$ cat config.mk
export PLATFORM = sky130hd
export DESIGN_NAME = wb_arbiter
export DESIGN_NICKNAME = d
export VERILOG_FILES = /design/src/rtl/wb_arbiter.sv
export SDC_FILE = /design/constraint.sdc
export NUM_CORES = 1
export LEC_CHECK = 0
export ABC_AREA = 1
export BUFFER_PORTS_ARGS = -buffer_cell sky130_fd_sc_hd__buf_2
export CORE_MARGIN = 3
export CORE_UTILIZATION = 59
export CTS_BUF_LIST = sky130_fd_sc_hd__clkbuf_16
export DETAILED_ROUTE_END_ITERATION = 16
export GPL_TIMING_DRIVEN = 0
export PLACE_DENSITY = 0.86
export REMOVE_ABC_BUFFERS = 1
export SLEW_MARGIN = 15
export SYNTH_ARGS = -nofsm -noshare
export SYNTH_HDL_FRONTEND = slang
export SYNTH_SLANG_ARGS = --single-unit
$ cat constraint.sdc
create_clock -name clk_i -period 6.4 [get_ports clk_i]
set_input_delay 1.28 -clock clk_i [delete_from_list [all_inputs] [get_ports clk_i]]
set_output_delay 1.28 -clock clk_i [all_outputs]
set_load 0.01 [all_outputs]
$ cat src/rtl/wb_arbiter.sv
// ---------------------------------------------------------------------------
// wb_arbiter
//   Writeback arbiter that sits directly after the functional units. Each
//   unit raises done with its result and holds it until accepted. At dispatch
//   the destination register of every instruction is queued per unit in
//   issue order. Each cycle at most one eligible unit is granted, using
//   round-robin priority. The granted unit's head tag is paired with its
//   result and sent to a registered register-file write port.
//
// Ports
//   clk_i, rst_i          clock, synchronous active-high reset
//   issue_valid_i         dispatch of an instruction that writes back
//   issue_unit_i          unit index of the dispatched instruction
//   issue_rd_addr_i       destination register of the dispatched instruction
//   unit_done_i           per-unit result valid, held until accepted
//   unit_rd_i             per-unit result; unit i at [i*XLEN +: XLEN]
//   unit_accepted_o       one-hot or zero; head result consumed this cycle
//   tag_full_o            per-unit tag queue full, so decode must stall
//   rf_we_o/waddr_o/wdata_o  registered register-file write port
//   tag_error_o           sticky per-unit protocol error
//
// NUM_UNITS and TAG_FIFO_DEPTH must each be a power of two that is >= 2.
// The read and write pointers then wrap naturally.
// ---------------------------------------------------------------------------
module wb_arbiter #(
  parameter int NUM_UNITS      = 4,
  parameter int XLEN           = 32,
  parameter int TAG_FIFO_DEPTH = 4
) (
  input  logic                         clk_i,
  input  logic                         rst_i,
  input  logic                         issue_valid_i,
  input  logic [$clog2(NUM_UNITS)-1:0] issue_unit_i,
  input  logic [4:0]                   issue_rd_addr_i,
  input  logic [NUM_UNITS-1:0]         unit_done_i,
  input  logic [NUM_UNITS*XLEN-1:0]    unit_rd_i,
  output logic [NUM_UNITS-1:0]         unit_accepted_o,
  output logic [NUM_UNITS-1:0]         tag_full_o,
  output logic                         rf_we_o,
  output logic [4:0]                   rf_waddr_o,
  output logic [XLEN-1:0]              rf_wdata_o,
  output logic [NUM_UNITS-1:0]         tag_error_o
);

  localparam int UW = $clog2(NUM_UNITS);
  localparam int PW = $clog2(TAG_FIFO_DEPTH);
  localparam int CW = PW + 1;

  logic [4:0]      tag_mem_q [NUM_UNITS][TAG_FIFO_DEPTH];
  logic [PW-1:0]   rd_ptr_q  [NUM_UNITS];
  logic [PW-1:0]   wr_ptr_q  [NUM_UNITS];
  logic [CW-1:0]   count_q   [NUM_UNITS];

  logic [UW-1:0]        rr_ptr_q, rr_ptr_d;
  logic                 rf_we_q, rf_we_d;
  logic [4:0]           rf_waddr_q, rf_waddr_d;
  logic [XLEN-1:0]      rf_wdata_q, rf_wdata_d;
  logic [NUM_UNITS-1:0] tag_error_q, tag_error_d;

  logic [NUM_UNITS-1:0] full, eligible, push_sel, push_ok, grant_onehot;
  logic                 grant_valid;
  logic [UW-1:0]        grant_idx, cand_idx;
  logic [4:0]           head_tag;
  logic [XLEN-1:0]      head_data;

  // Per-unit status. A unit may only be granted when its tag queue holds
  // the matching destination. A push into a full queue is kept only when
  // the same queue pops in the same cycle.
  always_comb begin
    for (int i = 0; i < NUM_UNITS; i++) begin
      full[i]     = (count_q[i] == CW'(TAG_FIFO_DEPTH));
      eligible[i] = unit_done_i[i] && (count_q[i] != '0);
      push_sel[i] = issue_valid_i && (issue_unit_i == UW'(i));
      push_ok[i]  = push_sel[i] && (!full[i] || grant_onehot[i]);
    end
  end

  // Round-robin search. It starts at the pointer and wraps upward, and the
  // first eligible unit wins. Reset suppresses every grant.
  always_comb begin
    grant_valid  = 1'b0;
    grant_idx    = '0;
    cand_idx     = '0;
    grant_onehot = '0;
    for (int off = 0; off < NUM_UNITS; off++) begin
      cand_idx = rr_ptr_q + UW'(off);
      if (!grant_valid && eligible[cand_idx]) begin
        grant_valid = 1'b1;
        grant_idx   = cand_idx;
      end
    end
    if (rst_i) begin
      grant_valid = 1'b0;
    end
    if (grant_valid) begin
      grant_onehot[grant_idx] = 1'b1;
    end
  end

  assign head_tag  = tag_mem_q[grant_idx][rd_ptr_q[grant_idx]];
  assign head_data = unit_rd_i[int'(grant_idx)*XLEN +: XLEN];

  // Next state for the pointer, the write port and the errors. An x0
  // destination is consumed but never written. With no grant, the
  // address and data hold their values.
  always_comb begin
    rr_ptr_d   = rr_ptr_q;
    rf_we_d    = 1'b0;
    rf_waddr_d = rf_waddr_q;
    rf_wdata_d = rf_wdata_q;
    if (grant_valid) begin
      rr_ptr_d   = grant_idx + UW'(1);
      rf_we_d    = (head_tag != 5'd0);
      rf_waddr_d = head_tag;
      rf_wdata_d = head_data;
    end
    tag_error_d = tag_error_q
                | (unit_done_i & ~eligible)
                | (push_sel & full & ~grant_onehot);
  end

  always_ff @(posedge clk_i) begin
    if (rst_i) begin
      for (int i = 0; i < NUM_UNITS; i++) begin
        rd_ptr_q[i] <= '0;
        wr_ptr_q[i] <= '0;
        count_q[i]  <= '0;
      end
      rr_ptr_q    <= '0;
      rf_we_q     <= 1'b0;
      rf_waddr_q  <= '0;
      rf_wdata_q  <= '0;
      tag_error_q <= '0;
    end else begin
      for (int i = 0; i < NUM_UNITS; i++) begin
        if (push_ok[i]) begin
          tag_mem_q[i][wr_ptr_q[i]] <= issue_rd_addr_i;
          wr_ptr_q[i]               <= wr_ptr_q[i] + PW'(1);
        end
        if (grant_onehot[i]) begin
          rd_ptr_q[i] <= rd_ptr_q[i] + PW'(1);
        end
        if (push_ok[i] && !grant_onehot[i]) begin
          count_q[i] <= count_q[i] + CW'(1);
        end else if (grant_onehot[i] && !push_ok[i]) begin
          count_q[i] <= count_q[i] - CW'(1);
        end
      end
      rr_ptr_q    <= rr_ptr_d;
      rf_we_q     <= rf_we_d;
      rf_waddr_q  <= rf_waddr_d;
      rf_wdata_q  <= rf_wdata_d;
      tag_error_q <= tag_error_d;
    end
  end

  assign unit_accepted_o = grant_onehot;
  assign tag_full_o      = full;
  assign rf_we_o         = rf_we_q;
  assign rf_waddr_o      = rf_waddr_q;
  assign rf_wdata_o      = rf_wdata_q;
  assign tag_error_o     = tag_error_q;

endmodule

==> flow_metrics.env <==
export IMPL_synth_top_flop_cell="edfxtp_1"
export IMPL_use_met2_pct=51.02
export IMPL_grt_pass1_vias=7349
export IMPL_final_fill_count=931
export IMPL_max_cap_viol_count=0
export IMPL_period_minus_slack_ns=5.965
export IMPL_synthTopCellsByArea="edfxtp_1 (39%), dfxtp_1 (11%), nand2_1 (9.8%), nand3_1 (6.3%), nor2_1 (5.7%)"
export IMPL_critPathMaxFanout=127
export IMPL_postRouteAntennaNets=0
export IMPL_wl_per_cell_um=16.52
export IMPL_synth_warnings=0
export IMPL_syn_to_final_growth_pct=20.64
export IMPL_fp_dieW_um=124.6
export IMPL_critical_path_class="in -> out"
export IMPL_synth_xor_area_share_pct=1.281
export IMPL_slew_headroom_pct=49.96
export IMPL_antenna_found_initial=0
export IMPL_drt_pass1_iterations=5
export IMPL_pre_cts_slack_ns=-0.05700
export IMPL_reg2reg_from="count_q[3][0]"
export IMPL_final_util_pct=74.14
export IMPL_gr_usage_all_layers_pct=28.50
export IMPL_outcome="finished, final reports clean"
export IMPL_ys_ff_latch=152
export IMPL_clock_sinks=152
export IMPL_synth_top_family_by_area="simple AND/OR/NAND/NOR gates"
export IMPL_clk_pin_slew_ns=0.06
export IMPL_io_pins=192
export IMPL_drive_gt1_share_pct=22.18
export IMPL_regToRegSetupSlack_ns=1.10
export IMPL_crit_path_max_incr_delay_ns=0.74
export IMPL_grt_pass1_wl_mm=35.62
export IMPL_dieArea_um2=15530
export IMPL_synth_seq_area_share_pct=49.68
export IMPL_maxSlewViolCount=0
export IMPL_use_met1_pct=34.46
export IMPL_yosysTopAreaCellShare_pct=39.07
export IMPL_r2r_cells=19
export IMPL_numCtsBuffers=17
export IMPL_root_buffer="clkbuf_16"
export IMPL_grt_busiest_layer="met2"
export IMPL_synth_compound_area_share_pct=9.632
export IMPL_async_flop_share_pct=0
export IMPL_syn_avg_cell_area_um2=8.276
export IMPL_cp_slowest_cell="inv_4"
export IMPL_seq_area_um2=4124
export IMPL_critPathRequiredTime_ns=5.12
export IMPL_fin_setup_tns_ns=0
export IMPL_yosys_area_top_type="edfxtp_1"
export IMPL_syn_area_um2=8300
export IMPL_yosysMostFrequentCell="nand2_1"
export IMPL_port_buffers=191
export IMPL_overflow=0
export IMPL_rsz0062_at_grt="false"
export IMPL_vias_per_cell=5.593
export IMPL_setup_violations=0
export IMPL_path_cells="buf_2, nand3_1, nand2_1, nand2_1, nand2_1, nor2_1, nor2_2, nand2_2, nand2_8, inv_4, ha_1, nand2_1, inv_1, buf_2"
export IMPL_hold_violations=0
export IMPL_use_met3_pct=5.274
export IMPL_grt_max_degree=128
export IMPL_fp_coreArea_um2=13510
export IMPL_wl_mm=22.35
export IMPL_power_leakage_nw=4.756
export IMPL_gp_congestion=0.8391
export IMPL_timing_rr_end="tag_mem_q[3][17]"
export IMPL_die_y_um=124.6
export IMPL_synth_fa_ha_area_share_pct=4.191
export IMPL_clockBufferDepth=2
export IMPL_holdCritStartpoint="rf_wdata_o[4]"
export IMPL_cp_end_kind="primary output"
export IMPL_hold_class="reg -> reg"
export IMPL_timing_hold_ws_ns=0.4661
export IMPL_synthTopCellsByCount="nand2_1 (217), nor2_1 (126), inv_1 (120)"
export IMPL_synth_cells=1003
export IMPL_rows=42
export IMPL_max_freq_mhz=167.7
export IMPL_dp_hpwl_mm=14.65
export IMPL_multi_input_area_um2=3393
export IMPL_muxShareOfSynthArea_pct=0
export IMPL_worstSkewPairLatency_ns=0.42
export IMPL_startpoint_type="input pin"
export IMPL_critPathMostFrequentCell="nand2_1"
export IMPL_worstPathArrival_ns=4.68
export IMPL_num_antenna_cells=0
export IMPL_worst_pin_slew_ns=0.7479
export IMPL_synth_simple_gate_area_share_pct=25.52
export IMPL_p_per_area_nw_per_um2=632.6
export IMPL_cts_tree="done"
export IMPL_fin_nets=1332
export IMPL_hold_path_depth=2
export IMPL_fin_worst_skew_ns=0.01267
export IMPL_drc=0
export IMPL_period_share_pct=93.20
export IMPL_num_vias=7568
export IMPL_synth_edff_count=108
export IMPL_ir_drop_mv=0.6412
export IMPL_initial_utilization_pct=61.46
export IMPL_detail_route_iter0_violations=798
export IMPL_synth_cell_type_count=39
export IMPL_setup_ws_ns=0.4355
export IMPL_cts_htree_levels=4
export IMPL_hold_buffers=0
export IMPL_min_to="rf_wdata_o[4]"
==> flip-flops by register name (all words and copies together), names as in the netlist <==
register     flops
rf_wdata_o      32
wr_ptr_q         8
rd_ptr_q         8
rf_we_o          1
tag_mem_q       80
count_q         12
rf_waddr_o       5
rr_ptr_q         2
tag_error_o      4
==> worst max path at each step <==
stage | to | cells after the start | slack, ns | startpoint
3_5_place_dp | unit_accepted_o[3] | 14 | -0.06 | unit_done_i[1]
4_1_cts | unit_accepted_o[3] | 14 | 0.20 | unit_done_i[1]
3_3_place_gp | unit_accepted_o[3] | 14 | -0.02 | unit_done_i[1]
5_1_grt | unit_accepted_o[3] | 14 | 0.13 | unit_done_i[1]
2_1_floorplan | unit_accepted_o[3] | 12 | 1.18 | unit_done_i[1]
6_report | unit_accepted_o[3] | 14 | 0.44 | unit_done_i[1]
==> kinds of logic (layout without fill, tap and decap cells) <==
logic type,count (synthesis),count (layout)
AND/OR/NAND/NOR,489,489
buffers and inverters,185,359
AO/OA/AOI/OAI,141,141
flip-flops,152,152
adder cells (fa/ha/maj),26,26
XOR/XNOR,10,10
==> layout make-up <==
cell class | count | share of cell area (%)
inverter | 132 | 4.986
clock inverter | 15 | 3.049
sequential | 152 | 41.18
multi-input combinational | 666 | 33.89
clock buffer | 17 | 4.248
timing repair buffer | 195 | 10.45
tap | 176 | 2.199
==> repair_timing <==
item / CTS / global route
setup buffers: 0 / 0
resized for setup: 1 / 0
setup endpoints to repair: 2 / 0
==> layer usage <==
metal	share of wire [%]	vias up
li1	-	3619
met1	39	3560
met4	2.2	0
met3	7.1	43
met2	52	346
met5	0	-
==> power by group <==
group	switching [mW]	internal, mW	leakage (nW)	total [mW]
registers	0.117	1.27	1.38	1.39
clock network	0.394	0.846	0.363	1.24
logic	2.55	1.16	3.01	3.71
total	3.06	3.28	4.76	6.33
==> critical path, delay by kind of cell <==
family                     cells  cell delay [ns]
and+or+nand+nor                9             1.99
adders and majority gates      1             0.27
buffers and inverters          4             1.07
==> metrics by stage <==
| stage | cells | instance area [um2] | total power [mW] |
|---|---|---|---|
| 3_5_place_dp | 1320 | 9251 | 4.949 |
| 4_1_cts | 1352 | 9985 | 6.263 |
| 3_3_place_gp | 1317 | 9168 | 4.764 |
| 5_1_grt | 1353 | 10010 | 6.831 |
| 2_1_floorplan | 950 | 7991 | 3.847 |
| 6_report | 1353 | 10010 | 6.334 |
==> cell usage in the layout, fill, tap and decap left out, types with 2 or more instances in the layout <==
master	instances
a21oi_1	8
a31oi_1	3
buf_16	2
buf_2	191
bufinv_16	9
clkbuf_16	17
clkinv_2	3
clkinv_4	2
dfxtp_1	44
edfxtp_1	108
fa_1	3
ha_1	23
inv_1	122
inv_2	10
nand2_1	217
nand2_2	8
nand3_1	104
nand3_2	2
nand3b_1	16
nor2_1	126
nor2_4	2
nor3_1	8
o211ai_2	4
o21ai_0	75
o21ai_1	12
o22ai_1	33
xnor2_1	3
xor2_1	6
Power figures use the tool's default switching activity.
